--- src/rtl/axi_stream_header_edit.sv ---
// Per-packet AXI-Stream header prepend / leading-byte strip with a queued command FIFO.
// Output bytes are repacked MSB-first into full beats; only the final beat of a packet may be partial.
module axi_stream_header_edit #(
  parameter int DATA_WD        = 32,
  parameter int DATA_BYTE_WD   = DATA_WD / 8,
  parameter int BYTE_CNT_WD    = $clog2(DATA_BYTE_WD),
  parameter int HDR_FIFO_DEPTH = 4
) (
  input  logic                              clk,
  input  logic                              rst,
  input  logic                              valid_in,
  input  logic [DATA_WD-1:0]                data_in,
  input  logic [DATA_BYTE_WD-1:0]           keep_in,
  input  logic                              last_in,
  output logic                              ready_in,
  input  logic                              valid_insert,
  input  logic [DATA_WD-1:0]                data_insert,
  input  logic [DATA_BYTE_WD-1:0]           keep_insert,
  input  logic                              strip_insert,
  input  logic [BYTE_CNT_WD-1:0]            byte_insert_cnt,
  output logic                              ready_insert,
  output logic                              valid_out,
  output logic [DATA_WD-1:0]                data_out,
  output logic [DATA_BYTE_WD-1:0]           keep_out,
  output logic                              last_out,
  input  logic                              ready_out,
  output logic                              pkt_drop,
  output logic [$clog2(HDR_FIFO_DEPTH):0]   hdr_level,
  output logic [1:0]                        state_dbg
);

  // Handshake: every channel transfers exactly on a cycle where valid && ready at the rising
  // clock edge; a source holds its payload stable while valid && !ready.

  localparam int PTR_WD = $clog2(HDR_FIFO_DEPTH);
  localparam int LVL_WD = $clog2(HDR_FIFO_DEPTH) + 1;
  localparam int CNT_WD = $clog2(DATA_BYTE_WD) + 2;

  typedef enum logic [1:0] {IDLE, BODY, FLUSH, DROP} state_t;

  state_t                    state;
  logic [2*DATA_WD-1:0]      res;
  logic [CNT_WD-1:0]         rcnt;
  logic                      first_beat;
  logic                      cur_strip;
  logic [BYTE_CNT_WD-1:0]    cur_s;

  logic [DATA_WD-1:0]        fifo_data  [HDR_FIFO_DEPTH];
  logic [DATA_BYTE_WD-1:0]   fifo_keep  [HDR_FIFO_DEPTH];
  logic                      fifo_strip [HDR_FIFO_DEPTH];
  logic [BYTE_CNT_WD-1:0]    fifo_cnt   [HDR_FIFO_DEPTH];
  logic [PTR_WD-1:0]         wr_ptr, rd_ptr;

  function automatic logic [CNT_WD-1:0] popcnt(input logic [DATA_BYTE_WD-1:0] k);
    logic [CNT_WD-1:0] c;
    c = '0;
    for (int i = 0; i < DATA_BYTE_WD; i++) c = c + CNT_WD'(k[i]);
    return c;
  endfunction

  function automatic logic [DATA_WD-1:0] expand(input logic [DATA_BYTE_WD-1:0] k);
    logic [DATA_WD-1:0] e;
    for (int i = 0; i < DATA_BYTE_WD; i++) e[8*i +: 8] = {8{k[i]}};
    return e;
  endfunction

  // Byte i is the (DATA_BYTE_WD-1-i)-th byte on the wire, so it belongs to the top n bytes
  // exactly when DATA_BYTE_WD-i <= n.
  function automatic logic [DATA_BYTE_WD-1:0] top_keep(input logic [CNT_WD-1:0] n);
    logic [DATA_BYTE_WD-1:0] k;
    for (int i = 0; i < DATA_BYTE_WD; i++) k[i] = (CNT_WD'(DATA_BYTE_WD - i) <= n);
    return k;
  endfunction

  logic                      out_free;
  logic                      in_fire;
  logic                      push;
  logic                      pop;
  logic                      fifo_empty;
  logic                      fifo_full;
  logic [CNT_WD-1:0]         head_h;
  logic [CNT_WD-1:0]         hdr_pad;
  logic                      head_full;
  logic [DATA_WD-1:0]        head_data;
  logic [DATA_WD-1:0]        head_top;
  logic [CNT_WD-1:0]         in_cnt;
  logic [CNT_WD-1:0]         in_used;
  logic [CNT_WD-1:0]         total;
  logic [DATA_WD-1:0]        in_data;
  logic [2*DATA_WD-1:0]      merged;
  logic                      drop_pkt;

  assign out_free     = !valid_out || ready_out;
  assign ready_in     = (state == BODY) && out_free;
  assign in_fire      = valid_in && ready_in;
  assign fifo_empty   = (hdr_level == '0);
  assign fifo_full    = (hdr_level == LVL_WD'(HDR_FIFO_DEPTH));
  assign pop          = in_fire && first_beat;
  assign ready_insert = !fifo_full || pop;
  assign push         = valid_insert && ready_insert;
  assign state_dbg    = state;

  always_comb begin
    head_data = fifo_data[rd_ptr] & expand(fifo_keep[rd_ptr]);
    head_h    = popcnt(fifo_keep[rd_ptr]);
    head_full = (head_h == CNT_WD'(DATA_BYTE_WD));
    hdr_pad   = CNT_WD'(DATA_BYTE_WD) - head_h;
    head_top  = head_data << {hdr_pad, 3'b000};
  end

  // Unkept input bytes are zeroed so the residual never carries stale bytes past its count.
  always_comb begin
    in_data  = data_in & expand(keep_in);
    in_cnt   = popcnt(keep_in);
    in_used  = in_cnt;
    drop_pkt = 1'b0;
    if (first_beat && cur_strip) begin
      in_data  = in_data << {cur_s, 3'b000};
      drop_pkt = last_in && (in_cnt <= CNT_WD'(cur_s));
      in_used  = drop_pkt ? '0 : in_cnt - CNT_WD'(cur_s);
    end
    merged = res | ({in_data, {DATA_WD{1'b0}}} >> {rcnt, 3'b000});
    total  = rcnt + in_used;
  end

  always_ff @(posedge clk) begin
    if (push) begin
      fifo_data[wr_ptr]  <= data_insert;
      fifo_keep[wr_ptr]  <= keep_insert;
      fifo_strip[wr_ptr] <= strip_insert;
      fifo_cnt[wr_ptr]   <= byte_insert_cnt;
    end
  end

  always_ff @(posedge clk or posedge rst) begin
    if (rst) begin
      wr_ptr    <= '0;
      rd_ptr    <= '0;
      hdr_level <= '0;
    end else begin
      if (push) wr_ptr <= wr_ptr + PTR_WD'(1);
      if (pop)  rd_ptr <= rd_ptr + PTR_WD'(1);
      if (push && !pop)      hdr_level <= hdr_level + LVL_WD'(1);
      else if (pop && !push) hdr_level <= hdr_level - LVL_WD'(1);
    end
  end

  always_ff @(posedge clk or posedge rst) begin
    if (rst) begin
      state      <= IDLE;
      res        <= '0;
      rcnt       <= '0;
      first_beat <= 1'b0;
      cur_strip  <= 1'b0;
      cur_s      <= '0;
      valid_out  <= 1'b0;
      data_out   <= '0;
      keep_out   <= '0;
      last_out   <= 1'b0;
      pkt_drop   <= 1'b0;
    end else begin
      pkt_drop <= 1'b0;
      if (out_free) valid_out <= 1'b0;
      case (state)
        IDLE: begin
          if (!fifo_empty && out_free) begin
            first_beat <= 1'b1;
            cur_strip  <= fifo_strip[rd_ptr];
            cur_s      <= fifo_cnt[rd_ptr];
            state      <= BODY;
            if (fifo_strip[rd_ptr]) begin
              res  <= '0;
              rcnt <= '0;
            end else if (head_full) begin
              valid_out <= 1'b1;
              data_out  <= head_data;
              keep_out  <= '1;
              last_out  <= 1'b0;
              res       <= '0;
              rcnt      <= '0;
            end else begin
              res  <= {head_top, {DATA_WD{1'b0}}};
              rcnt <= head_h;
            end
          end
        end
        BODY: begin
          if (in_fire) begin
            first_beat <= 1'b0;
            if (drop_pkt) begin
              pkt_drop <= 1'b1;
              res      <= '0;
              rcnt     <= '0;
              state    <= DROP;
            end else if (last_in && total <= CNT_WD'(DATA_BYTE_WD)) begin
              valid_out <= 1'b1;
              data_out  <= merged[2*DATA_WD-1 -: DATA_WD];
              keep_out  <= top_keep(total);
              last_out  <= 1'b1;
              res       <= '0;
              rcnt      <= '0;
              state     <= IDLE;
            end else if (total >= CNT_WD'(DATA_BYTE_WD)) begin
              valid_out <= 1'b1;
              data_out  <= merged[2*DATA_WD-1 -: DATA_WD];
              keep_out  <= '1;
              last_out  <= 1'b0;
              res       <= merged << DATA_WD;
              rcnt      <= total - CNT_WD'(DATA_BYTE_WD);
              if (last_in) state <= FLUSH;
            end else begin
              res  <= merged;
              rcnt <= total;
            end
          end
        end
        FLUSH: begin
          if (out_free) begin
            valid_out <= 1'b1;
            data_out  <= res[2*DATA_WD-1 -: DATA_WD];
            keep_out  <= top_keep(rcnt);
            last_out  <= 1'b1;
            res       <= '0;
            rcnt      <= '0;
            state     <= IDLE;
          end
        end
        DROP: state <= IDLE;
        default: state <= IDLE;
      endcase
    end
  end

endmodule
--- config.mk ---
export PLATFORM = sky130hd
export DESIGN_NAME = axi_stream_header_edit
export DESIGN_NICKNAME = d
export VERILOG_FILES = /design/src/rtl/axi_stream_header_edit.sv
export SDC_FILE = /design/constraint.sdc
export NUM_CORES = 1
export LEC_CHECK = 0
export BUFFER_PORTS_ARGS = -buffer_cell sky130_fd_sc_hd__buf_2
export CORE_ASPECT_RATIO = 0.8
export CORE_MARGIN = 5
export CORE_UTILIZATION = 30
export CTS_CLUSTER_DIAMETER = 60
export DETAILED_ROUTE_END_ITERATION = 10
export SLEW_MARGIN = 10
export SYNTH_ARGS = -nofsm -noshare
export SYNTH_HDL_FRONTEND = slang
export SYNTH_SLANG_ARGS = --single-unit
--- constraint.sdc ---
create_clock -name clk -period 4.7 [get_ports clk]
set_input_delay 0.705 -clock clk [delete_from_list [all_inputs] [get_ports clk]]
set_output_delay 0.705 -clock clk [all_outputs]
set_load 0.01 [all_outputs]
# Word-level counts from Yosys, hierarchy flattened
# Memory sizes are Yosys's and may differ from the RTL's. A register that Yosys moved wholly into a read port is not among the register bits.
# Index checks and enable logic that the tools add are counted.
[word_totals] reg_bits=118 word_cells=166 output_inout_bits=46 mem_count=4 ramBits=156
[memory_table] name="fifo_data" depth=4 width=32 rd=1 rd_ports_with_merged_regs=0 wr=1 line_no="48" source="logic [DATA_WD-1:0] fifo_data [HDR_FIFO_DEPTH];"
[memory_table] name="fifo_keep" depth=4 width=4 rd=1 rd_ports_with_merged_regs=0 wr=1 line_no="49" source="logic [DATA_BYTE_WD-1:0] fifo_keep [HDR_FIFO_DEPTH];"
[memory_table] name="fifo_cnt" depth=4 width=2 rd=1 rd_ports_with_merged_regs=1 wr=1 line_no="51" source="logic [BYTE_CNT_WD-1:0] fifo_cnt [HDR_FIFO_DEPTH];"
[memory_table] name="fifo_strip" depth=4 width=1 rd=1 rd_ports_with_merged_regs=0 wr=1 line_no="50" source="logic fifo_strip [HDR_FIFO_DEPTH];"
[op_classes] addsub=14 reduce_logical=27 shift=3 magnitude_cmp=11 bitwise=3 muxes=77 eq_ne=14
[op_table] op="two-way mux 64 bit" count=8
[op_table] op="two-way mux 32 bit" count=9
[op_table] op="one-hot mux 64 bit (3 select lines)" count=1
[op_table] op="one-hot mux 32 bit (3 select lines)" count=1
[op_table] op="two-way mux 4 bit" count=18
[op_table] op="AND 32 bit" count=2
[op_table] op="OR 64 bit" count=1
[op_table] op="right shift 64 x 7 -> 64 bit" count=1
[op_table] op="left shift 32 x 5 -> 32 bit" count=1
[op_table] op="left shift 32 x 7 -> 32 bit" count=1
[op_table] op="two-way mux 1 bit" count=25
[op_table] op="one-hot mux 4 bit (3 select lines)" count=2
[op_table] op="less-or-equal comparator 2 x 4 -> 1 bit (first input constant)" count=4
[op_table] op="two-way mux 2 bit" count=7
[op_table] op="!= test 2 bit (second input constant)" count=6
[op_table] op="logical AND 1 bit" count=10
[op_table] op="adder 3 x 1 -> 4 bit" count=2
[op_table] op="less-or-equal comparator 1 x 4 -> 1 bit (first input constant)" count=2
[op_table] op="less-or-equal comparator 3 x 4 -> 1 bit (first input constant)" count=2
[op_table] op="one-hot mux 2 bit (4 select lines)" count=1
[op_table] op="AND reduction 8 bit" count=1
[op_table] op="adder 2 x 1 -> 3 bit" count=2
[op_table] op="two-way mux 3 bit" count=2
[op_table] op="one-hot mux 1 bit (3 select lines)" count=2
[op_table] op="other kinds (29)" count=38

# Depth between registers and ports, before layout
[logic_depth] depth_word=14 depth_mapped=19 ltp_nobuf=16

# Worst setup path before layout
# No wires, ideal clock.
[synth_path] path_kind="input-to-reg" start="in keep_in[0]" end="reg res[17]" stages=19 path_buffers=3 path_slack_ps=-154 required_time_ps=4564 t_arrival_ps=4718 cell_sequence="fa_1 > ha_1 > ha_1 > inv_1 > fa_1 > ha_1 > o21a_1 > o31ai_1 > ha_1 > a21oi_1 > and2_1 > xnor3_1 > o2111a_1 > buf_2 > and2_0 > clkbuf_1 > nand2_1 > buf_2 > a21oi_1"
[synth_between] elab_chain_len=14 word_cells_on_any_way=23 cone_classes="add/sub (5); order compare (3); shift (2); mux (9); bitwise (2); reduce/logical (2)"
[synth_rtl] item="from (decl)" line_no="13" source="input logic [DATA_BYTE_WD-1:0] keep_in,"
[synth_rtl] item="adder 1 x 1 -> 2 bit" line_no="57" source="for (int i = 0; i < DATA_BYTE_WD; i++) c = c + CNT_WD'(k[i]);"
[synth_rtl] item="adder 2 x 1 -> 3 bit" line_no="57"
[synth_rtl] item="adder 3 x 1 -> 4 bit" line_no="57"
[synth_rtl] item="less-or-equal comparator 4 x 2 -> 1 bit" line_no="119" source="drop_pkt = last_in && (in_cnt <= CNT_WD'(cur_s));"
[synth_rtl] item="logical AND 1 bit" line_no="119"
[synth_rtl] item="two-way mux 4 bit" line_no="120" source="in_used = drop_pkt ? '0 : in_cnt - CNT_WD'(cur_s);"
[synth_rtl] item="two-way mux 4 bit" line_no="117" source="if (first_beat && cur_strip) begin"
[synth_rtl] item="adder 4 bit" line_no="123" source="total = rcnt + in_used;"
[synth_rtl] item=">= comparator 4 x 3 -> 1 bit / less-or-equal comparator 4 x 3 -> 1 bit (equally long branches)" line_no="203, 195"
[synth_rtl] item="two-way mux 64 bit / logical AND 1 bit (equally long branches)" line_no="203, 195"
[synth_rtl] item="two-way mux 64 bit" line_no="195" source="end else if (last_in && total <= CNT_WD'(DATA_BYTE_WD)) begin"
[synth_rtl] item="two-way mux 64 bit (*)" line_no="190" source="if (drop_pkt) begin"
[synth_rtl] item="two-way mux 64 bit (*)" line_no="188" source="if (in_fire) begin"
[synth_rtl] item="one-hot mux 64 bit (3 select lines) (*)" line_no="164" source="case (state)"
[synth_rtl] item="to (signal assigned)" line_no="182" source="res <= {head_top, {DATA_WD{1'b0}}};"
[synth_rtl] item="to (signal assigned)" line_no="208" source="res <= merged << DATA_WD;"
[synth_rtl] item="to (signal assigned)" line_no="212" source="res <= merged;"
[synth_rtl] item="to (decl)" line_no="42" source="logic [2*DATA_WD-1:0] res;"
# Every way passes the cells marked *; elsewhere a longest branch is shown, timed or not. The select of a mux whose other input is x is not followed.
# A chain may end at the register's enable or synchronous reset.

# Final worst setup path
[layout_path] start="in keep_in[3]" end="reg res[54]"
[layout_between] elab_chain_len=12 word_cells_on_any_way=21 cone_classes="add/sub (3); order compare (3); shift (2); mux (9); bitwise (2); reduce/logical (2)"
[layout_rtl] item="adder 3 x 1 -> 4 bit" line_no="57"
[layout_rtl] item="less-or-equal comparator 4 x 2 -> 1 bit" line_no="119"
[layout_rtl] item="logical AND 1 bit" line_no="119"
[layout_rtl] item="two-way mux 4 bit" line_no="120"
[layout_rtl] item="two-way mux 4 bit" line_no="117"
[layout_rtl] item="adder 4 bit" line_no="123"
[layout_rtl] item=">= comparator 4 x 3 -> 1 bit / less-or-equal comparator 4 x 3 -> 1 bit (equally long branches)" line_no="203, 195"
[layout_rtl] item="two-way mux 64 bit / logical AND 1 bit (equally long branches)" line_no="203, 195"
[layout_rtl] item="two-way mux 64 bit" line_no="195"
[layout_rtl] item="two-way mux 64 bit (*)" line_no="190"
[layout_rtl] item="two-way mux 64 bit (*)" line_no="188"
[layout_rtl] item="one-hot mux 64 bit (3 select lines) (*)" line_no="164"
# Marked as above.

==> impl_metrics.csv <==
group,metric,value,unit
logic_synthesis,avgSynthCellArea,11.35,um^2
layout,final_cell_area,17120,um^2
die,die_area,53440,um^2
placed_design,place.gp.congestion,0.9985,
timing,hold_violations,0,
critical_path,critPathLaunchType,"input pin",
clocking,numClockSinks,276,
logic_synthesis,syn-num-nets,1401,
critical_path,slowest_delay,0.53,ns
clocking,cts-buffers-inserted,30,
logic_synthesis,synth_top_area_share,31.94,%
timing,finalCriticalPeriod,4.507,ns
power_and_ir_drop,totalPowerFinal,15.08,mW
timing,slew_headroom,25.19,%
critical_path,crit_required,5.13,ns
layout,final_core_util,35.39,%
power_and_ir_drop,cellPowerDensity,880.8,nW/um^2
layout,area_growth,16.73,%
critical_path,path_class,"input pin to register",
placed_design,dpl.hpwl,36380,um
grt,grt-ovfl-total,0,
min_path,hp-class,"input pin to asynchronous set/reset pin",
grt,grt_pass1_vias,11300,
critical_path,cp.arrival,4.94,ns
placed_design,placed_area,16190,um^2
clocking,path_clk_slew,0.06,ns
placed_design,port-buffer-count,126,
drt,dr.pass1.iters,6,
drt,vias_per_cell,5.824,
timing,clock_skew,0.03092,ns
critical_path,endpoint_kind,"register",
drt,first_iter_violations,1724,
logic_synthesis,synth_area_leaders,"edfxtp_1 32%, dfrtp_1 20%, mux4_2 6.0%",
die,io_pins,127,
drt,num_vias,11980,
die,rows,72,
status,status,"finished, final reports clean",
die,fp.coreArea,48380,um^2
power_and_ir_drop,ir_drop,0.5343,mV
grt,antenna_found_initial,3,
clocking,tritoncts,"done",
critical_path,timing.rr.end,"res[60]$_DFFE_PP0P_",
drt,drc,0,
logic_synthesis,synth_seq_cells,276,
drt,wl,49380,um
critical_path,cp_cell_sequence,"buf_2 > fa_2 > ha_4 > inv_1 > ha_1 > fa_2 > ha_2 > o21a_1 > o31ai_1 > ha_1 > a21oi_2 > and3_1 > o211ai_1 > buf_4 > and3_1 > buf_12 > buf_4 > nor3_1 > o21ai_0",
clocking,cts_root_buf,"clkbuf_16",
critical_path,critical-path-top-delay-family,"adder cells",
grt,grt_pass1_wl,73260,um
clocking,ctsResizeCount,0,
layout,drive_above_1_share,21.92,%
timing,fmax,221.9,MHz
power_and_ir_drop,p_leak,6.576,nW
logic_synthesis,yosysUniqueCellTypes,76,
critical_path,r2r_start,"rd_ptr[0]$_DFFE_PP0P_",
layout,diodes,0,
logic_synthesis,ys_async_sr_fraction,43.48,%
drt,wl_per_cell,24.01,um
logic_synthesis,ys_warn_count,0,
critical_path,critPathSlowestCell,"fa_2",
timing,slew_viol_final,0,
clocking,htreeDepth,1,
logic_synthesis,synth_edf_count,156,
die,start_util,30.32,%
clocking,cts_setup_buffers,0,
logic_synthesis,synth_area_leader_cell,"edfxtp_1",
logic_synthesis,ys.flop_type,"edfxtp_1",
clocking,cts_hold_buf,0,
die,dieWidth,257.2,um
die,die_height,207.8,um
flow_run,maxCapViolCount,0,
critical_path,r2r_setup_slack,0.28,ns
drt,ant_nets,0,
critical_path,critPathMaxFanout,18,
layout,fin_nets,1517,
timing,post-route-period-util,95.90,%
grt,grt_max_degree,61,
clocking,insertion_delay,0.59,ns
logic_synthesis,netlist_instances,1292,
logic_synthesis,syn_area,14670,um^2
clocking,ctsLongestPathBuffers,3,
critical_path,critPathBufInv,5,
logic_synthesis,yosysSeqAreaShare,52.41,%
critical_path,worst_r2r_path_depth,14,
timing,tightest_slew,1.118,ns
grt,grt_use_total,17.61,%
timing,rsz0062_at_grt,"no",
timing,setup_viol,0,
-- metal layers --
metal	vias to the layer above	wire length (um)	global-route usage, %
li1	5265	-	-
met1	5932	21400	26.02
met2	684	21840	26.32
met3	94	4990	4.366
met4	4	1119	3.775
met5	-	27	0
-- layout by cell type, fill, tap and decap left out, types with 9 or more instances in the layout --
cell and instances:
clkbuf_16 30, nand2_1 122, a32oi_1 11, a221oi_1 28, edfxtp_1 156, dfrtp_1 119
ha_1 19, nand2b_1 13, a211oi_1 24, nand3_1 32, a221o_1 17, a22oi_1 21
inv_1 24, buf_2 126, a32o_1 15, o31ai_1 23, a211o_1 10, and2_1 20
buf_4 57, mux4_2 39, nor2b_1 18, o22ai_1 22, nor2_1 76, a31oi_1 29
o21ai_0 62, and3_1 21, o21bai_1 9, nor3_1 12, or3_1 11, a21oi_1 85
a22o_1 11, o221ai_1 14
-- area by class of cell --
class                   instances  area, um^2
inverters                      25       96.34
fillers                      4711       31260
multi-input cells             889        6506
repair buffers                186        1119
flip-flops and latches        276        7689
clock buffers                  36       783.3
clock inverters                16       140.1
well taps                     629       787.0
-- cells in the mapped netlist (all sizes together), types with 10 or more instances --
cell type and instances:
a211o 10, a211oi 26, a21boi 10, a21oi 86, a221o 17, a221oi 34, a22o 11, a22oi 21
a31oi 29, a32o 15, a32oi 12, and2 24, and3 25, buf 34, clkbuf 68, dfrtp 120
edfxtp 156, ha 22, inv 25, mux4 39, nand2 124, nand2b 13, nand3 32, nor2 76
nor2b 18, nor3 15, o21ai 68, o221ai 14, o22ai 22, o31ai 25, or3 12
-- per-stage QoR --
step	cells	hold slack, ns	TNS [ns]	setup WS, ns
3_5_place_dp	2005	0.4653	-28.20	-0.4032
4_1_cts	2057	0.2813	0	0.1326
5_1_grt	2057	0.3073	0	0.006017
6_report	2057	0.2699	0	0.1926
3_3_place_gp	2005	0.4649	-14.17	-0.2534
2_1_floorplan	1292	0.4576	0	0.01012
-- sequential cells by signal, indices dropped and copies added (netlist names) --
signal      cells
cur_s           2
keep_out        4
fifo_strip      4
pkt_drop        1
res            64
cur_strip       1
valid_out       1
rcnt            4
fifo_keep      16
last_out        1
hdr_level       3
fifo_data     128
rd_ptr          2
wr_ptr          2
fifo_cnt        8
data_out       32
first_beat      1
state_dbg       2
-- power by group --
group | switching, mW | internal (mW) | leakage [nW]
clock network | 0.997 | 1.25 | 0.449
registers | 0.332 | 3.19 | 3.00
logic | 5.98 | 3.34 | 3.12
total | 7.31 | 7.77 | 6.58
-- how the worst max path moves through the flow --
stage                                     start             endpoint  depth (start not counted)
after CTS                 rd_ptr[0]$_DFFE_PP0P_  res[32]$_DFFE_PP0P_                         15
after global routing                 keep_in[3]  res[33]$_DFFE_PP0P_                         19
final                                keep_in[3]  res[54]$_DFFE_PP0P_                         19
after floorplan                      keep_in[3]  res[27]$_DFFE_PP0P_                         19
after detailed placement             keep_in[3]  res[36]$_DFFE_PP0P_                         19
after global placement               keep_in[3]  res[32]$_DFFE_PP0P_                         19
-- cell families after synthesis --
family                     Yosys count  synth area share (%)
buffers and inverters              127                 3.609
muxes                               50                 6.825
DFF                                276                 52.41
and+or+nand+nor                    355                 11.59
AOI/OAI and AO/OA                  447                 22.23
adders and majority gates           28                 2.696
xor gates and xnor gates             9                0.6312
No activity file was read; power rests on OpenSTA's default activity.
